==> src/rtl/count_checker_sat_counter.sv <==
// Saturating up-counter: clr has priority over inc; holds at all-ones.
// Registered output, 1-cycle latency; no backpressure.
module sat_counter #(
  parameter int unsigned W = 8
) (
  input  logic         clk,
  input  logic         rst_n,
  input  logic         inc,
  input  logic         clr,
  output logic [W-1:0] count
);

  logic [W-1:0] count_q;
  logic [W-1:0] count_d;

  always_comb begin
    count_d = count_q;
    if (clr) begin
      count_d = '0;
    end else if (inc && (count_q != {W{1'b1}})) begin
      count_d = count_q + 1'b1;
    end
  end

  always_ff @(posedge clk or negedge rst_n) begin
    if (!rst_n) begin
      count_q <= '0;
    end else begin
      count_q <= count_d;
    end
  end

  assign count = count_q;

endmodule

==> config.mk <==
export PLATFORM = sky130hd
export DESIGN_NAME = sat_counter
export DESIGN_NICKNAME = d
export VERILOG_FILES = /design/src/rtl/count_checker_sat_counter.sv
export SDC_FILE = /design/constraint.sdc
export NUM_CORES = 1
export LEC_CHECK = 0
export BUFFER_PORTS_ARGS = -buffer_cell sky130_fd_sc_hd__buf_2
export CORE_AREA = 8 8 45 47
export DETAILED_ROUTE_END_ITERATION = 8
export DIE_AREA = 0 0 53 55
export PLACE_DENSITY = 0.66
export SETUP_SLACK_MARGIN = 0.3
export SLEW_MARGIN = 20
export SYNTH_ARGS = -nofsm -noshare
export SYNTH_HDL_FRONTEND = slang
export SYNTH_SLANG_ARGS = --single-unit
==> constraint.sdc <==
create_clock -name clk -period 2.3 [get_ports clk]
set_input_delay 0.46 -clock clk [delete_from_list [all_inputs] [get_ports clk]]
set_output_delay 0.46 -clock clk [all_outputs]
set_load 0.05 [all_outputs]
==> out/results.tsv <==
metric	value	unit
CP Class	reg -> reg	
Final Max Slew Viols	0	
#FFs+latches synth	8	
grt met2 use	11.3	%
Peak Freq	589	MHz
sw power	0.0861	mW
Inserted Clock Buffers	3	
Final Core Density	40.0	%
DRC	0	
core area	1380	um^2
worst relative slew slack	74.8	%
drt total wl	1120	um
max reg flops	8	
crit path launch type	register	
global-route usage over all layers	8.56	%
clock-pin slew on the worst setup and hold paths	60	ps
grt met3 use	2.67	%
PwrDens	545	nW/um^2
GRT overflow	0	
Sink Count	8	
initial antenna violation count	0	
Port Buffers	11	
Die X	53	um
FILL cells	138	
fraction of the yosys area taken by sequential cells	43.1	%
vias post-DR	411	
Flop pwr share	49.4	%
number of hold buffers added after cts	0	
Longest Clk Path Bufs	2	
Arr. time, crit path	1840	ps
Sw Ratio	28.5	%
Ant. Diodes	0	
die height	55	um
P_leak	0.255	nW
H-tree levels	1	
Final Hold Fails	0	
Initial Util	33.5	%
post-CTS setup buffer count	0	
CP required	2450	ps
minimum clock period	1700	ps
GRT busiest layer	met2	
Post-CTS Resized	0	
1st-iter DRT viols	9	
vias in the first global route	355	
first-pass GRT wire length	1750	um
Syn. warnings	0	
TNS Setup	0	ps
Max Cap Viol	0	
gp weighted congestion	0.724	
Routed Antenna Nets	0	
# setup viols final	0	
post-synth cell types	28	
Logic pwr share	12.4	%
Mapped Area	464	um^2
Crit. End Element	register	
Clk Latency, worst-skew pair	260	ps
Worst Tran Pin Value	369	ps
Tcrit/Tclk final	73.8	%
RSZ-0062 raised after global routing	no	
CP Max Fanout	7	
vias per cell	5.34	
status	finished clean	
pin count of the biggest net entering global routing	12	
syn_nets	54	
TritonCTS clock tree	done	
row count	14	
layout cells sized above 1	29.5	%
M1 GR Usage	10.3	%
Area Growth Syn to Fin	19.1	%
clock skew	4.03	ps
Die Footprint	2920	um^2
Gate Count Post-Synth	49	
clock power share	38.2	%
detailed-router iteration count before antenna repair	4	
WL/cell	14.5	um
Int Pwr	0.215	mW
Nets	68	
Ports	12	
synthesized area per cell	9.47	um^2
Max VDD drop	0.176	mV
clock root cell	clkbuf_4	
worst hold-check path type	in -> async	
==> through the flow <==
step	cells	hold slack (ps)	worst slack [ps]	area [um^2]	power [mW]
floorplan	49	164	441	464	0.177
global placement	74	311	665	531	0.189
detailed placement	74	313	614	531	0.189
CTS	77	26.7	603	553	0.306
global route	77	39.2	518	553	0.318
finish	77	30.5	602	553	0.301
==> placed cells by master (no fill, tap or decap) <==
cell and instances:
mux2_2 2, nand4_1 1, buf_2 11, inv_1 2, or3_1 1, a21oi_1 3, clkbuf_4 3, nor2b_1 3
and4_2 1, o21ai_0 1, a41oi_1 1, a31oi_1 1, dfrtp_1 8, nor2_1 2, a21boi_1 1, and3_1 1
mux2i_1 1, and4_1 1, nor4_1 1, nand3_2 1, nor3b_1 1, nand2_1 2, nor3_1 4, nand2b_1 3
a2111oi_0 1, nand3_1 2, a211oi_1 1, ha_1 1
==> worst max-delay path: stages, from the launching register on <==
cell      delay [ps]
dfrtp_1          420
ha_1             290
and4_2           280
a21boi_1         220
mux2_2           360
==> final cells by class <==
class | instances | area [um^2] | share of cell area [%]
repair buffers | 11 | 55.1 | 9.95
inverters | 2 | 7.51 | 1.36
well taps | 16 | 20.0 | 3.62
clock buffers | 3 | 22.5 | 4.07
flip-flops and latches | 8 | 200 | 36.2
multi-input cells | 37 | 248 | 44.8
==> metal layers <==
metal,vias to the layer above,wire (um)
met4,0,36
met5,-,0
met1,187,547
met3,4,64
li1,206,-
met2,14,468
==> cell families after synthesis <==
| logic type | synth area share [%] |
|---|---|
| AOI/OAI and AO/OA | 12.7 |
| and+or+nand+nor | 31.0 |
| muxes | 7.01 |
| DFF | 43.1 |
| buffers and inverters | 3.50 |
| adders and majority gates | 2.69 |
==> power by group through the flow <==
stage          combinational, mW  clock (mW)  sequential, mW
2_1_floorplan             0.0144           0           0.163
3_3_place_gp              0.0377           0           0.151
3_5_place_dp              0.0375           0           0.151
4_1_cts                   0.0376       0.119           0.149
5_1_grt                   0.0407       0.128           0.150
6_report                  0.0373       0.115           0.149
==> worst paths after layout <==
check,start,end,slack (ps),depth (start not counted)
setup / recovery,count[0],count[0],600,4
hold / removal,rst_n,count[5],30,1
setup reg to reg,count[0],count[0],600,4
hold reg to reg,count[7],count[7],600,2
max in group asynchronous,rst_n,count[0],2100,1
min in group clk,clr,count[5],510,2
==> cells in the mapped netlist <==
cell type,count,area (um^2)
a2111oi_0,1,8.76
a211oi_1,1,7.51
a21boi_1,1,7.51
a21oi_1,3,15.0
a31oi_1,1,6.26
a41oi_1,1,8.76
and3_1,1,6.26
and4_1,1,8.76
and4_2,1,10.0
buf_2,1,5.00
clkbuf_1,1,3.75
dfrtp_1,8,200
ha_1,1,12.5
inv_1,2,7.51
mux2_2,2,22.5
mux2i_1,1,10.0
nand2_1,2,7.51
nand2b_1,3,18.8
nand3_1,2,10.0
nand3_2,1,10.0
nand4_1,1,6.26
nor2_1,2,7.51
nor2b_1,3,18.8
nor3_1,4,20.0
nor3b_1,1,7.51
nor4_1,1,6.26
o21ai_0,1,5.00
or3_1,1,6.26
(Power assumes the default switching activity.)
